**config.mk**
```make
export PLATFORM = sky130hd
export DESIGN_NAME = nn_output_fifo
export DESIGN_NICKNAME = d
export VERILOG_FILES = /design/src/rtl/nn_output_fifo.sv
export SDC_FILE = /design/constraint.sdc
export NUM_CORES = 1
export LEC_CHECK = 0
export ABC_AREA = 1
export CORE_MARGIN = 2
export CORE_UTILIZATION = 25
export CTS_CLUSTER_DIAMETER = 150
export CTS_CLUSTER_SIZE = 8
export DETAILED_ROUTE_END_ITERATION = 10
export SYNTH_ARGS = -nofsm -noshare
export SYNTH_HDL_FRONTEND = slang
export SYNTH_SLANG_ARGS = --single-unit
```
**constraint.sdc**
```tcl
create_clock -name clk -period 4.04 [get_ports clk]
set_input_delay 0.404 -clock clk [delete_from_list [all_inputs] [get_ports clk]]
set_output_delay 0.404 -clock clk [all_outputs]
set_load 0.1 [all_outputs]
```
**src/rtl/nn_output_fifo.sv**
```systemverilog
// Result FIFO between the NN core and a wishbone slave: DATA read pops, STATUS reports fill, CTRL flushes.
// Latency: a pushed word is readable the cycle after push; wishbone ack and read data arrive one cycle after accept.
// Backpressure: res_ready drops when full; wishbone accepts at most one access every two cycles.
module nn_output_fifo #(
    parameter int DEPTH = 8,
    parameter int AW    = 3
) (
    input  logic        clk,
    input  logic        rst_n,
    input  logic        res_valid,
    output logic        res_ready,
    input  logic [31:0] res_data,
    input  logic        wbs_cyc_i,
    input  logic        wbs_stb_i,
    input  logic        wbs_we_i,
    input  logic [3:0]  wbs_adr_i,
    input  logic [31:0] wbs_dat_i,
    output logic [31:0] wbs_dat_o,
    output logic        wbs_ack_o,
    output logic        irq_o
);
    localparam logic [3:0]  ADR_DATA   = 4'h0;
    localparam logic [3:0]  ADR_STATUS = 4'h4;
    localparam logic [3:0]  ADR_CTRL   = 4'h8;
    localparam logic [AW:0] CNT_FULL   = (AW+1)'(DEPTH);
    localparam logic [AW:0] CNT_ONE    = 1;
    localparam logic [AW-1:0] PTR_ONE  = 1;

    logic [31:0]   mem_q [DEPTH];
    logic [AW:0]   count_q, count_d;
    logic [AW-1:0] wr_ptr_q, wr_ptr_d;
    logic [AW-1:0] rd_ptr_q, rd_ptr_d;
    logic          underflow_q, underflow_d;
    logic          irq_en_q, irq_en_d;
    logic          ack_q, ack_d;
    logic [31:0]   dat_q, dat_d;

    logic        full, empty, push, pop, accept;
    logic [5:0]  cnt_field;
    logic [31:0] status_word;
    logic        unused_dat;

    assign full        = (count_q == CNT_FULL);
    assign empty       = (count_q == '0);
    assign res_ready   = !full;
    assign push        = res_valid && !full;
    assign accept      = wbs_cyc_i && wbs_stb_i && !ack_q;
    assign pop         = accept && !wbs_we_i && (wbs_adr_i == ADR_DATA) && !empty;
    assign cnt_field   = 6'(count_q);
    assign status_word = {22'b0, irq_en_q, underflow_q, full, empty, cnt_field};
    assign unused_dat  = ^wbs_dat_i[31:3];

    assign wbs_ack_o = ack_q;
    assign wbs_dat_o = dat_q;
    assign irq_o     = irq_en_q && !empty;

    always_comb begin
        count_d     = count_q;
        wr_ptr_d    = wr_ptr_q;
        rd_ptr_d    = rd_ptr_q;
        underflow_d = underflow_q;
        irq_en_d    = irq_en_q;
        dat_d       = dat_q;
        ack_d       = accept;

        if (push) wr_ptr_d = wr_ptr_q + PTR_ONE;
        if (pop)  rd_ptr_d = rd_ptr_q + PTR_ONE;
        case ({push, pop})
            2'b10:   count_d = count_q + CNT_ONE;
            2'b01:   count_d = count_q - CNT_ONE;
            default: count_d = count_q;
        endcase

        if (accept) begin
            if (!wbs_we_i) begin
                case (wbs_adr_i)
                    ADR_DATA: begin
                        if (!empty) begin
                            dat_d = mem_q[rd_ptr_q];
                        end else begin
                            dat_d       = '0;
                            underflow_d = 1'b1;
                        end
                    end
                    ADR_STATUS: dat_d = status_word;
                    default:    dat_d = '0;
                endcase
            end else if (wbs_adr_i == ADR_CTRL) begin
                if (wbs_dat_i[1]) underflow_d = 1'b0;
                irq_en_d = wbs_dat_i[2];
                // Flush overrides any push landing on the same edge.
                if (wbs_dat_i[0]) begin
                    count_d  = '0;
                    wr_ptr_d = '0;
                    rd_ptr_d = '0;
                end
            end
        end
    end

    always_ff @(posedge clk or negedge rst_n) begin
        if (!rst_n) begin
            count_q     <= '0;
            wr_ptr_q    <= '0;
            rd_ptr_q    <= '0;
            underflow_q <= 1'b0;
            irq_en_q    <= 1'b0;
            ack_q       <= 1'b0;
            dat_q       <= '0;
        end else begin
            count_q     <= count_d;
            wr_ptr_q    <= wr_ptr_d;
            rd_ptr_q    <= rd_ptr_d;
            underflow_q <= underflow_d;
            irq_en_q    <= irq_en_d;
            ack_q       <= ack_d;
            dat_q       <= dat_d;
        end
    end

    always_ff @(posedge clk) begin
        if (push) mem_q[wr_ptr_q] <= res_data;
    end
endmodule

```
==> metrics <==
Yosys reg bits=around 300; die width=between 200 and 250 um; Pwr per Cell Area=around 640 nW/um^2; cell taking the most area after synthesis=edfxtp_1; Crit. End Element=primary output; CP max stage delay=roughly 1.1 ns; Max-cap violations=0; CP Cell Sequence=nor2_2 > nand3_2 > inv_2 > nor2_1 > clkdlybuf4s50_1; DR WL met2=around 13000 um; Worst-Skew Late Latency=~0.54 ns; Simple-Gate Fraction of Synth Area=roughly 15%; CP max stage cell=clkdlybuf4s50_1; Period minus WS final=2.84 ns; post-DR vias/cell=~4.5; share of the synthesized area in the top cell type=a little over three fifths; drt total wl=28700 um; fin. max-slew vios=0; IO Pins=between 100 and 150; Worst Clk Skew=0.0127 ns; Pwr Total=approximately 9.5 mW; routed wl met3=roughly 1500 um; gpl congestion=0.740; sequential cell area=a little under 9000 um^2; CTS Root Buffer Type=clkbuf_16; # setup viols final=0; EDFF count, synth=between 200 and 300; Final TNS setup=0 ns; full die area=a little over 50000 um^2; Crit Path Class=register to primary output; Final Cell Area=between 10000 and 15000 um^2; row cnt=80; layout cells sized above 1=under 10%; Min-Delay Path Class=primary input to async pin; Fillers=about 4800; WL per Instance=between 15 and 20 um; status=finished, final reports clean; CTS H-tree lvls=2; Num Clock Sinks=between 300 and 400; async set-reset flop share out of synthesis=15.0%; count of final hold-check violations=0; Leakage=5.31 nW; first-pass GRT wire length=44200 um; RSZ-0062 raised after global routing=false; Clock Path Buffers=3; Die Ht=between 200 and 250 um; Port Buf Inserts=a little under 80; DR iter-0 viols=630; area of the mapped netlist=roughly 12000 um^2; Core Area=between 40000 and 50000 um^2; TritonCTS clock tree=done; post-synthesis mux area share=0%; max frequency=roughly 0.35 GHz; Distinct cells, synth=31; largest net degree at the start of global routing=111; TritonCTS Buffers=43; XOR/XNOR Fraction of Synth Area=less than 1%; post-CTS setup buffer count=0; Met1 Wirelength=13400 um; Routed Antenna Nets=0; Via Count=between 7000 and 8000; Worst EP required=between 3 and 4 ns; initial antenna violation count=3; top layer in use=met5; sequential area share after synthesis=between 70% and 80%; main combinational cell family by area after synthesis=simple AND/OR/NAND/NOR gates; ys flop type=edfxtp_1; Placement Cell Area=between 10000 and 15000 um^2; Post-Synthesis Cells=1003; Crit path arrival time=2.44 ns; Adder-Cell Fraction of Synth Area=less than 1%; DP Wirelength=about 16000 um; vias in the first global route=7532; Initial Util=about a quarter; TritonRoute pass-1 iters=5; Worst Tran Pin Value=1.22 ns; synth warn=0; Worst slew margin=18.5%; Synth-to-Final Area Change=22.1%; nets=around 1200; startpoint types=register; syn_area_per_cell=about 12 um^2; Area contributors post-synth=edfxtp_1 63%, dfrtp_1 9.2%, nor2_1 5.4%, nand2_1 5.3%, o21ai_0 4.0%; Multi-input gate area=a little under 3000 um^2; Total GRT Usage=a little under an eighth; DRC violations left=0; complex-gate fraction of the synthesized area=roughly 8.0%; Worst VDD drop=between 0.0002 and 0.0003 V; global-route congestion overflow total=0; Syn Nets=1082; clock slew at reported path FFs=roughly 0.05 ns; Crit Path Max Fanout=6; final worst-path cycle share=70.4%
## layer usage
| layer | track usage (%) | up-vias |
|---|---|---|
| met4 | 3.59 | 4 |
| met5 | 0 | - |
| met1 | 15.9 | 3800 |
| li1 | - | 3716 |
| met2 | 17.8 | 191 |
| met3 | 2.22 | 37 |
## worst max-delay path, delay by kind of cell, from the launching register on
kind	cells	cell delay (ns)
buf+inv	2	1.21
simple gates	3	0.26
flops	1	0.45
## cells by family after synthesis
logic type,count (synthesis)
compound gates,170
fa+ha+maj,5
simple gates,432
xor+xnor,3
buf+inv,92
flops,301
## sequential cells by signal, summed over array words and instances (netlist names)
name,flops
count_q,4
irq_en_q,1
mem_q,256
rd_ptr_q,3
underflow_q,1
wbs_ack_o,1
wbs_dat_o,32
wr_ptr_q,3
## timing repair
action,CTS,global route
hold endpoints to repair,14,0
hold buffers,1,0
gates resized for setup,0,0
## power by group
part | internal, mW | switching, mW | leakage [nW]
clock | 1.99 | 1.27 | 0.584
sequential | 3.84 | 0.266 | 2.89
combinational | 0.601 | 1.49 | 1.83
total | 6.43 | 3.03 | 5.31
## cells in the mapped netlist, types with 5 or more instances
library cell	count
o21ai_0	98
dfrtp_1	45
nand3_1	64
inv_2	5
nor2_1	175
ha_1	5
o211ai_1	48
buf_4	8
clkbuf_1	14
nand3_2	12
buf_2	22
inv_1	33
edfxtp_1	256
o21ai_1	8
a21oi_1	14
nand2_1	173
## cell usage in the layout (no fill, tap or decap), types with 2 or more instances in the layout
cell and count:
a21oi_1 14, buf_12 2, buf_4 15, clkbuf_1 31
clkbuf_16 43, clkdlybuf4s50_1 78, clkinv_8 2, dfrtp_1 42
dfrtp_4 2, edfxtp_1 256, ha_1 5, inv_1 32
inv_2 4, nand2_1 173, nand3_1 64, nand3_2 12
nor2_1 167, nor2_2 3, nor2_4 8, o211ai_1 48
o21ai_0 98, o21ai_1 8, xor2_1 3
## worst paths after layout
| kind | startpoint | end | slack [ns] | cells after the start |
|---|---|---|---|---|
| max | count_q[1] | irq_o | 1.20 | 5 |
| min | rst_n | wbs_dat_o[8] | 0.32 | 2 |
| min in group clk | wbs_dat_i[2] | irq_en_q | 0.45 | 3 |
| max in group asynchronous | rst_n | rd_ptr_q[0] | 2.85 | 3 |
| max reg2reg | wbs_ack_o | count_q[2] | 1.26 | 15 |
| min reg2reg | wbs_ack_o | wbs_ack_o | 0.47 | 1 |
## per-stage QoR
step                      utilization (%)  hold WS (ns)  worst slack, ns  std cells
final                                31.0         0.321             1.20       1740
after global routing                 31.0         0.331             1.04       1740
after floorplan                         -         0.108            0.449       1003
after global placement               28.4         0.332            0.763       1661
after CTS                            31.0         0.313             1.18       1739
after detailed placement             28.4         0.341            0.720       1661
## layout make-up
type / count / share of cell area [%]
sequential: 301 / 59.3
multi-input combinational: 610 / 19.8
clock buffer: 74 / 8.02
timing repair buffer: 97 / 6.38
tap: 615 / 5.17
inverter: 39 / 1.03
clock inverter: 3 / 0.252
antenna: 1 / 0.0168
Power figures use the tool's default switching activity.
==> RTL edit, RTL diff (same settings) <==
Take the reset off `dat_q` and load it in a clocked block of its own.
--- a/src/rtl/nn_output_fifo.sv
+++ b/src/rtl/nn_output_fifo.sv
@@ -106,7 +106,6 @@
             underflow_q <= 1'b0;
             irq_en_q    <= 1'b0;
             ack_q       <= 1'b0;
-            dat_q       <= '0;
         end else begin
             count_q     <= count_d;
             wr_ptr_q    <= wr_ptr_d;
@@ -114,8 +113,11 @@
             underflow_q <= underflow_d;
             irq_en_q    <= irq_en_d;
             ack_q       <= ack_d;
-            dat_q       <= dat_d;
         end
+    end
+
+    always_ff @(posedge clk) begin
+        dat_q <= dat_d;
     end
 
     always_ff @(posedge clk) begin
Behaviour: not the same (a bounded check fails within 4 cycles, from zero or initial values and one cycle with rst_n low).
==> RTL edit against the original RTL <==
- first-iteration DRC count is 27% lower
- setup slack worse by 0.038 ns
- power shrank 8.7%
- final area down 2.5%
- clock power down 5%
- wire length is 5.2% lower
- non-clock buffer count shrank 3
- area after synthesis fell by 2.1%
- sequential share of layout area is 2.6 points higher
- sequential cell count is the same
==> RTL edit: results (changes against the original RTL) <==
[run_status]
status=finished, final reports clean

[place]
portBuffers=79  ; unchanged
place_congestion=0.739  ; about the same
dp_hpwl_microns=14800  ; -8.7%

[setup_path]
cp_max_fo=5  ; -1
reg2reg_slack_ns=1.59  ; +0.33 ns
crit_start=count_q[0]
cp.arrival_ns=2.48  ; +0.04 ns
regToRegEndpoint=mem_q[2][20]
regToRegStartpoint=count_q[2]
ff2ff_path_depth=7  ; -8

[routing]
dr_wl_met2_microns=12400  ; -6.7%
wl_met3_microns=1780  ; +19%
first_pass_iters=5  ; unchanged
wl_per_cell_microns=16.6  ; +0.79%
via_count=7313  ; -5.6%
met1_length_microns=12400  ; -7.1%
drt_iter0_markers=462  ; -27%

[layout]
fill_cells=4775  ; +0.34%
drive_gt1_share_pct=7.54  ; -1.4 points
buf_share_pct=6.32  ; -0.060 points
insertedDiodeCount=0  ; -1
nets=1091  ; -6.8%
num-nonclk-buffers=94  ; -3.1%
multi_input_gates=548  ; -10%
final-seq-area_sq_um=8980  ; +1.8%
clk_share_pct=7.86  ; -0.41 points
clkbuf_count=51  ; -31%
multi_input_area_sq_um=2600  ; -12%
nFlopsAndLatches=301  ; unchanged
inverters=24  ; -38%

[clock_tree]
clk_pin_slew_ns=0.05  ; about the same
numCtsBuffers=43  ; unchanged
post_cts_resized=0  ; unchanged
clk-insertion-delay-late_ns=0.52  ; -0.02 ns

[logic_synthesis]
synth.distinct_cells=26  ; -16%
yosysWarnings=0  ; unchanged
async_flop_share_pct=4.32  ; -11 points
netlist_top_cells_area=edfxtp_1, nor2_1, o21ai_0, dfrtp_1, o211ai_1
synth_edf_count=288  ; +13%
synth-seq-area-share_pct=75.3  ; +2.9 points
synth_common_cells=edfxtp_1, nor2_1, o21ai_0, nand2_1, o211ai_1
synth_nets=1003  ; -7.3%

[power_and_ir_drop]
p_total_mw=8.64  ; -8.7%
power_switching_mw=2.44  ; -20%
ir_drop_mv=0.272  ; -8.6%
power.leakage_nw=4.85  ; -8.6%
pg_seq_mw=4.02  ; -2%
pg_comb_mw=1.53  ; -27%

[global_routing]
met1_usage_pct=14.5  ; -1.4 points
grt_use_total_pct=10.7  ; -0.69 points
grt_start_max_net_pins=85  ; -23%
grt_pass1_vias=6949  ; -7.7%
grt_pass1_wl_microns=41000  ; -7.2%
met3_usage_pct=2.94  ; +0.71 points
grtUsageMet2_pct=16.9  ; -0.91 points

[sta]
worst_pin_slew_ns=1.02  ; -0.206 ns
skew_ns=0.0165  ; +0.00375 ns

[hold_path]
hold_path.class=input port to asynchronous set/reset pin

## RTL edit: stage by stage
stage	setup slack (ns)	instances	util, %	area, sq um	hold slack, ns
floorplan	0.447	924	-	11900	0.108
global placement	1.38	1582	28.2	13400	0.440
detailed placement	1.39	1582	28.2	13400	0.453
CTS	1.12	1636	30.6	14500	0.274
global route	1.03	1636	30.6	14500	0.325
finish	1.16	1636	30.6	14500	0.277
## RTL edit: critical path: stages (launching register included)
cell	delay (ns)
dfrtp_1	0.45
nor2_2	0.07
nand2_1	0.09
inv_1	0.07
nor2_1	0.11
clkdlybuf4s50_1	1.16
## RTL edit: kinds of logic (layout without fill, tap and decap cells)
family	count (synthesis)	in the layout	share of synthesized area (%)
and+or+nand+nor	338	338	11.0
AOI/OAI and AO/OA	202	202	9.54
xor gates and xnor gates	3	3	0.220
adders and majority gates	5	5	0.525
DFF	301	301	75.3
buffers and inverters	75	172	3.41
